[config.mk]
export PLATFORM = sky130hd
export DESIGN_NAME = multicycle_control
export DESIGN_NICKNAME = d
export VERILOG_FILES = /design/src/rtl/ctrl_pkg.sv /design/src/rtl/ctrl_opcode_class.sv /design/src/rtl/multicycle_control.sv
export SDC_FILE = /design/constraint.sdc
export NUM_CORES = 1
export LEC_CHECK = 0
export BUFFER_PORTS_ARGS = -buffer_cell sky130_fd_sc_hd__clkbuf_2
export CORE_UTILIZATION = 50
export DETAILED_ROUTE_END_ITERATION = 10
export PLACE_DENSITY_LB_ADDON = 0.08
export SYNTH_ARGS = -nofsm -noshare
export SYNTH_HDL_FRONTEND = slang
export SYNTH_SLANG_ARGS = --single-unit
[constraint.sdc]
create_clock -name clk -period 3.6 [get_ports clk]
set_clock_uncertainty 0.15 [all_clocks]
set_input_delay 0.36 -clock clk [delete_from_list [all_inputs] [get_ports clk]]
set_output_delay 0.36 -clock clk [all_outputs]
set_load 0.02 [all_outputs]
[src/rtl/ctrl_pkg.sv]
// Shared constants, state and instruction-class types for the multicycle MIPS controller.
package ctrl_pkg;

  localparam int unsigned OP_RTYPE = 'h00;
  localparam int unsigned OP_J     = 'h02;
  localparam int unsigned OP_JAL   = 'h03;
  localparam int unsigned OP_BEQ   = 'h04;
  localparam int unsigned OP_BNE   = 'h05;
  localparam int unsigned OP_ADDI  = 'h08;
  localparam int unsigned OP_LW    = 'h23;
  localparam int unsigned OP_SW    = 'h2B;
  localparam int unsigned FUNCT_JR = 'h08;

  localparam int unsigned ALUOP_ADD   = 0;
  localparam int unsigned ALUOP_SUB   = 1;
  localparam int unsigned ALUOP_RTYPE = 4;

  localparam logic [1:0] PCSRC_ALU    = 2'd0;
  localparam logic [1:0] PCSRC_ALUOUT = 2'd1;
  localparam logic [1:0] PCSRC_JUMP   = 2'd2;
  localparam logic [1:0] PCSRC_RS     = 2'd3;

  localparam logic [1:0] SRCB_RT      = 2'd0;
  localparam logic [1:0] SRCB_FOUR    = 2'd1;
  localparam logic [1:0] SRCB_IMM     = 2'd2;
  localparam logic [1:0] SRCB_IMM_SH2 = 2'd3;

  localparam logic [1:0] REGDST_RT = 2'd0;
  localparam logic [1:0] REGDST_RD = 2'd1;
  localparam logic [1:0] REGDST_RA = 2'd2;

  localparam logic [1:0] M2R_ALUOUT = 2'd0;
  localparam logic [1:0] M2R_MDR    = 2'd1;
  localparam logic [1:0] M2R_PC     = 2'd2;

  typedef enum logic [3:0] {
    S_FETCH, S_DECODE, S_EXEC_R, S_WB_R, S_EXEC_I, S_WB_I, S_MEM_ADDR,
    S_MEM_RD, S_WB_MEM, S_MEM_WR, S_BRANCH, S_JUMP, S_JR, S_ILLEGAL
  } state_e;

  typedef enum logic [2:0] {
    CLS_RTYPE, CLS_JR, CLS_MEM, CLS_ADDI, CLS_BRANCH, CLS_JUMP, CLS_ILLEGAL
  } iclass_e;

endpackage

[src/rtl/ctrl_opcode_class.sv]
// Combinational opcode/funct classifier feeding the DECODE transition of multicycle_control.
module ctrl_opcode_class
  import ctrl_pkg::*;
#(
  parameter int OPCODE_W = 6,
  parameter int FUNCT_W  = 6,
  parameter int HAS_BNE  = 1
) (
  input  logic [OPCODE_W-1:0] opcode,
  input  logic [FUNCT_W-1:0]  funct,
  output iclass_e             iclass
);

  always_comb begin
    iclass = CLS_ILLEGAL;
    if (opcode == OPCODE_W'(OP_RTYPE)) begin
      iclass = (funct == FUNCT_W'(FUNCT_JR)) ? CLS_JR : CLS_RTYPE;
    end else if (opcode == OPCODE_W'(OP_LW) || opcode == OPCODE_W'(OP_SW)) begin
      iclass = CLS_MEM;
    end else if (opcode == OPCODE_W'(OP_ADDI)) begin
      iclass = CLS_ADDI;
    end else if (opcode == OPCODE_W'(OP_BEQ) ||
                 (HAS_BNE != 0 && opcode == OPCODE_W'(OP_BNE))) begin
      iclass = CLS_BRANCH;
    end else if (opcode == OPCODE_W'(OP_J) || opcode == OPCODE_W'(OP_JAL)) begin
      iclass = CLS_JUMP;
    end
  end

endmodule

[src/rtl/multicycle_control.sv]
// Multicycle MIPS-subset control FSM with unified-memory ready/request handshake.
// Optional CTRL_ILLEGAL_TRAP_EN makes ILLEGAL a sticky halt raising exc_illegal.
module multicycle_control
  import ctrl_pkg::*;
#(
  parameter int OPCODE_W = 6,
  parameter int FUNCT_W  = 6,
  parameter int ALUOP_W  = 3,
  parameter int HAS_BNE  = 1
) (
  input  logic                clk,
  input  logic                rst,
  input  logic [OPCODE_W-1:0] opcode,
  input  logic [FUNCT_W-1:0]  funct,
  input  logic                mem_ready,
  output logic                mem_req,
  output logic                mem_we,
  output logic                iord,
  output logic                ir_write,
  output logic                pc_write,
  output logic                pc_write_cond,
  output logic                branch_ne,
  output logic [1:0]          pc_src,
  output logic                alu_src_a,
  output logic [1:0]          alu_src_b,
  output logic [ALUOP_W-1:0]  alu_op,
  output logic [1:0]          reg_dst,
  output logic [1:0]          mem_to_reg,
  output logic                reg_write,
  output logic                instr_done,
  output logic                exc_illegal
);

  state_e  state_q, state_d;
  iclass_e iclass;
  // Sub-class flags captured in DECODE so later opcode changes cannot steer the sequence.
  logic    is_sw_q, is_sw_d, is_bne_q, is_bne_d, is_jal_q, is_jal_d;

  ctrl_opcode_class #(
    .OPCODE_W (OPCODE_W),
    .FUNCT_W  (FUNCT_W),
    .HAS_BNE  (HAS_BNE)
  ) u_class (
    .opcode (opcode),
    .funct  (funct),
    .iclass (iclass)
  );

  always_ff @(posedge clk) begin
    if (rst) begin
      state_q  <= S_FETCH;
      is_sw_q  <= 1'b0;
      is_bne_q <= 1'b0;
      is_jal_q <= 1'b0;
    end else begin
      state_q  <= state_d;
      is_sw_q  <= is_sw_d;
      is_bne_q <= is_bne_d;
      is_jal_q <= is_jal_d;
    end
  end

  always_comb begin
    state_d       = state_q;
    is_sw_d       = is_sw_q;
    is_bne_d      = is_bne_q;
    is_jal_d      = is_jal_q;
    mem_req       = 1'b0;
    mem_we        = 1'b0;
    iord          = 1'b0;
    ir_write      = 1'b0;
    pc_write      = 1'b0;
    pc_write_cond = 1'b0;
    branch_ne     = 1'b0;
    pc_src        = PCSRC_ALU;
    alu_src_a     = 1'b0;
    alu_src_b     = SRCB_RT;
    alu_op        = ALUOP_W'(ALUOP_ADD);
    reg_dst       = REGDST_RT;
    mem_to_reg    = M2R_ALUOUT;
    reg_write     = 1'b0;
    instr_done    = 1'b0;
    exc_illegal   = 1'b0;

    case (state_q)
      S_FETCH: begin
        mem_req   = 1'b1;
        alu_src_b = SRCB_FOUR;
        if (mem_ready) begin
          ir_write = 1'b1;
          pc_write = 1'b1;
          state_d  = S_DECODE;
        end
      end
      S_DECODE: begin
        alu_src_b = SRCB_IMM_SH2;
        is_sw_d   = (opcode == OPCODE_W'(OP_SW));
        is_bne_d  = (opcode == OPCODE_W'(OP_BNE));
        is_jal_d  = (opcode == OPCODE_W'(OP_JAL));
        case (iclass)
          CLS_RTYPE:  state_d = S_EXEC_R;
          CLS_JR:     state_d = S_JR;
          CLS_MEM:    state_d = S_MEM_ADDR;
          CLS_ADDI:   state_d = S_EXEC_I;
          CLS_BRANCH: state_d = S_BRANCH;
          CLS_JUMP:   state_d = S_JUMP;
          default:    state_d = S_ILLEGAL;
        endcase
      end
      S_EXEC_R: begin
        alu_src_a = 1'b1;
        alu_src_b = SRCB_RT;
        alu_op    = ALUOP_W'(ALUOP_RTYPE);
        state_d   = S_WB_R;
      end
      S_WB_R: begin
        reg_dst    = REGDST_RD;
        reg_write  = 1'b1;
        instr_done = 1'b1;
        state_d    = S_FETCH;
      end
      S_EXEC_I: begin
        alu_src_a = 1'b1;
        alu_src_b = SRCB_IMM;
        state_d   = S_WB_I;
      end
      S_WB_I: begin
        reg_write  = 1'b1;
        instr_done = 1'b1;
        state_d    = S_FETCH;
      end
      S_MEM_ADDR: begin
        alu_src_a = 1'b1;
        alu_src_b = SRCB_IMM;
        state_d   = is_sw_q ? S_MEM_WR : S_MEM_RD;
      end
      S_MEM_RD: begin
        mem_req = 1'b1;
        iord    = 1'b1;
        if (mem_ready) state_d = S_WB_MEM;
      end
      S_WB_MEM: begin
        mem_to_reg = M2R_MDR;
        reg_write  = 1'b1;
        instr_done = 1'b1;
        state_d    = S_FETCH;
      end
      S_MEM_WR: begin
        mem_req = 1'b1;
        mem_we  = 1'b1;
        iord    = 1'b1;
        if (mem_ready) begin
          instr_done = 1'b1;
          state_d    = S_FETCH;
        end
      end
      S_BRANCH: begin
        alu_src_a     = 1'b1;
        alu_src_b     = SRCB_RT;
        alu_op        = ALUOP_W'(ALUOP_SUB);
        pc_src        = PCSRC_ALUOUT;
        pc_write_cond = 1'b1;
        branch_ne     = is_bne_q;
        instr_done    = 1'b1;
        state_d       = S_FETCH;
      end
      S_JUMP: begin
        pc_src     = PCSRC_JUMP;
        pc_write   = 1'b1;
        instr_done = 1'b1;
        if (is_jal_q) begin
          reg_write  = 1'b1;
          reg_dst    = REGDST_RA;
          mem_to_reg = M2R_PC;
        end
        state_d = S_FETCH;
      end
      S_JR: begin
        pc_src     = PCSRC_RS;
        pc_write   = 1'b1;
        instr_done = 1'b1;
        state_d    = S_FETCH;
      end
      S_ILLEGAL: begin
`ifdef CTRL_ILLEGAL_TRAP_EN
        exc_illegal = 1'b1;
        state_d     = S_ILLEGAL;
`else
        instr_done = 1'b1;
        state_d    = S_FETCH;
`endif
      end
      default: state_d = S_FETCH;
    endcase

    // Reset masks every strobe combinationally, including in the reset cycle itself.
    if (rst) begin
      mem_req       = 1'b0;
      mem_we        = 1'b0;
      iord          = 1'b0;
      ir_write      = 1'b0;
      pc_write      = 1'b0;
      pc_write_cond = 1'b0;
      branch_ne     = 1'b0;
      pc_src        = '0;
      alu_src_a     = 1'b0;
      alu_src_b     = '0;
      alu_op        = '0;
      reg_dst       = '0;
      mem_to_reg    = '0;
      reg_write     = 1'b0;
      instr_done    = 1'b0;
      exc_illegal   = 1'b0;
    end
  end

endmodule

==> key figures <==
Global route
  • Largest net degree at the start of global routing: 23
  • Initial antenna violation count: 0
  • First-pass GRT wire length: 3546 microns
  • Vias in the first global route: 792
  • GRT Residual Overflow: 0
  • Gr usage total: 24.68%

Clock tree
  • CTS root buf: clkbuf_4
  • Max Buffers Root-to-Sink: 2
  • Clk sink count: 7
  • Setup bufs post-CTS: 0
  • Number of CTS-inserted buffers: 3
  • Worst-Skew Late Latency: 250 ps
  • CTS tree: yes
  • Post-cts resize count: 0
  • Clock slew seen by the registers of the worst setup and hold paths: 50 ps
  • Hold_buf cts: 0
  • Htree depth: 1

Die
  • Core area: 0.001559 sq mm
  • Height of the chip: 43.40 microns
  • Initial core utilization: 54.98%
  • Number of I/O pins: 37
  • Row Count: 14
  • Die area: 0.001884 sq mm
  • Die X: 43.40 microns

Synthesis
  • Asr flop ratio synth: 0%
  • Syn Area/Cell: 6.593 sq um
  • Top-count cell post-synth: nor2_1
  • Yosys top cell area share: 16.35%
  • Seq cells post-synth: 7
  • Synth top area cells: dfxtp_1 16%, nor2_1 7.9%, a21oi_1 7.6%, nor3_1 4.7%, nand2_1 4.4%
  • Synth cell count leaders: 18 x nor2_1, 13 x a21oi_1, 10 x nand2_1, 8 x nor3_1, 7 x dfxtp_1
  • Netlist Area Pre-Place: 857.1 sq um
  • Yosys cell types: 42
  • Top_reg_cell synth: dfxtp_1
  • Yosys top cell by area: dfxtp_1
  • Yosys warns: 0
  • Syn Inst Count: 130
  • Sequential fraction of the synthesis area: 16.35%
  • Post-synth EDFFs: 0

Worst hold path
  • Hold Path Sink: is_sw_q
  • HP Class: in2reg
  • Hold Path Depth: 3
  • Worst Hold Launch: opcode[3]

Worst setup path
  • Crit path capture type: primary output
  • Cells on worst reg2reg path: 3
  • CP top delay family: flip-flops
  • Crit-path max FO: 20
  • Reg2reg end: state_q[3]
  • WP buf/inv: 2
  • Critical path's slowest cell: dfxtp_1
  • Required @ worst endpoint: 3090 ps
  • CP Cell Sequence: nor2_1 > inv_1 > a21oi_1 > nor4bb_1 > clkbuf_2
  • Crit path DAT: 1840 ps
  • Critical Path Max Stage Delay: 700 ps
  • Type of the worst setup path: reg2out
  • Launch point of the worst reg-to-reg path: state_q[0]
  • Setup crit start kind: register
  • Reg2reg setup slack: 1600 ps

Timing
  • Setup TNS Final: 0 ps
  • Final hold viol count: 0
  • Final setup violation count: 0
  • Min Tclk post-route: 2346 ps
  • RSZ-0062 raised after global routing: false
  • Slew @ Worst Pin: 626.7 ps
  • Worst Setup Slack, final: 1254 ps
  • Worst hold slack: 293.2 ps
  • Max-slew violations: 0
  • Tcrit/Tclk final: 65.17%
  • Max-slew headroom: 58.16%
  • Achievable Freq: 426.3 MHz

Power
  • Power, Total: 440.0 uW
  • Leak: 0.4270 nW
  • PD cells: 443.5 mW/mm^2
  • Peak supply drop: 301.7 uV

Routing
  • DRT antenna net count: 0
  • Average wire per cell in the routed design: 12.04 microns
  • Drt first-iter violations: 39
  • Vias per cell: 5.988
  • # DRC: 2
  • TritonRoute pass-1 iters: 7
  • Routed vias: 1,018
  • DRT Wirelength: 2046 microns

Placement
  • Pre-CTS setup slack: 1549 ps
  • DP HPWL: 1532 microns
  • Routability cong.: 0.8836
  • Area post-placement: 965.9 sq um
  • PortBufs: 34
  • Placed Instances: 166

Flow run
  • Maxcap violations: 0

Status
  • Outcome: finished with violations
  • Failing checks: design-rule violations

Cells and area
  • Layout Nets: 170
  • Antenna cells: 0
  • Fin cells: 170
  • Area grow syn2layout: 15.77%
  • Fin util: 63.64%
  • Layout cell share with drive strength beyond 1: 26.62%
  • Final instance area: 992.2 sq um
## sequential cells by signal, indices dropped and copies added (netlist names)
register	flops
is_bne_q	1
is_jal_q	1
is_sw_q	1
state_q	4
## kinds of logic after synthesis
group / synth area share, %
other: 0.4375
AND/OR/NAND/NOR: 44.09
flip-flops: 16.35
AO/OA/AOI/OAI: 26.42
buffers and inverters: 11.68
XOR/XNOR: 1.022
## cell usage in the layout (no fill, tap or decap), types with 2 or more instances in the layout
cell type,synthesis,final
or3_1,3,3
a31oi_1,2,2
nand2_1,10,10
nor4_1,5,5
o21ai_0,4,4
inv_1,4,4
or4_1,2,2
a221oi_1,2,2
nor2_1,18,18
nand2b_1,4,4
nor3b_1,3,3
dfxtp_1,7,7
clkbuf_4,0,3
a32oi_1,2,2
a21boi_0,2,2
and4_1,2,2
clkbuf_2,0,34
o311a_1,2,2
nand3_1,2,2
nor2b_1,3,3
a21oi_1,13,13
nor3_1,8,8
conb_1,1,2
## how the worst max path moves through the flow
stage	startpoint	to	cells after the start
after floorplan	state_q[1]	pc_write	4
after global placement	state_q[0]	instr_done	4
after detailed placement	state_q[1]	instr_done	5
after CTS	state_q[1]	instr_done	5
after global routing	state_q[1]	instr_done	5
final	state_q[1]	instr_done	5
## tightest hold or removal path, stage by stage
cell and delay [ps]:
clkbuf_2 130, a32oi_1 90, nor2_1 70
## power breakdown
part | total, mW | switching, mW | internal (mW)
Sequential | 0.135 | 0.0470 | 0.0878
Combinational | 0.235 | 0.136 | 0.0991
Clock | 0.0704 | 0.0282 | 0.0422
Total | 0.440 | 0.211 | 0.229
## metal layers
metal  GRT usage, %  share of wire, %  up-vias
met2          37.58                48       37
li1               -                 -      524
met5              0                 0        -
met4          3.750                 0        0
met1          35.13                44      457
met3          7.500               7.9        0
## cell type report
| type | count | area, sq um |
|---|---|---|
| Fill cell | 155 | 566.8 |
| Tap cell | 16 | 20.02 |
| Clock buffer | 4 | 26.28 |
| Timing Repair Buffer | 34 | 170.2 |
| Inverter | 4 | 15.01 |
| Sequential cell | 7 | 140.1 |
| Multi-Input combinational cell | 105 | 620.6 |
No activity file was read; power rests on OpenSTA's default activity.
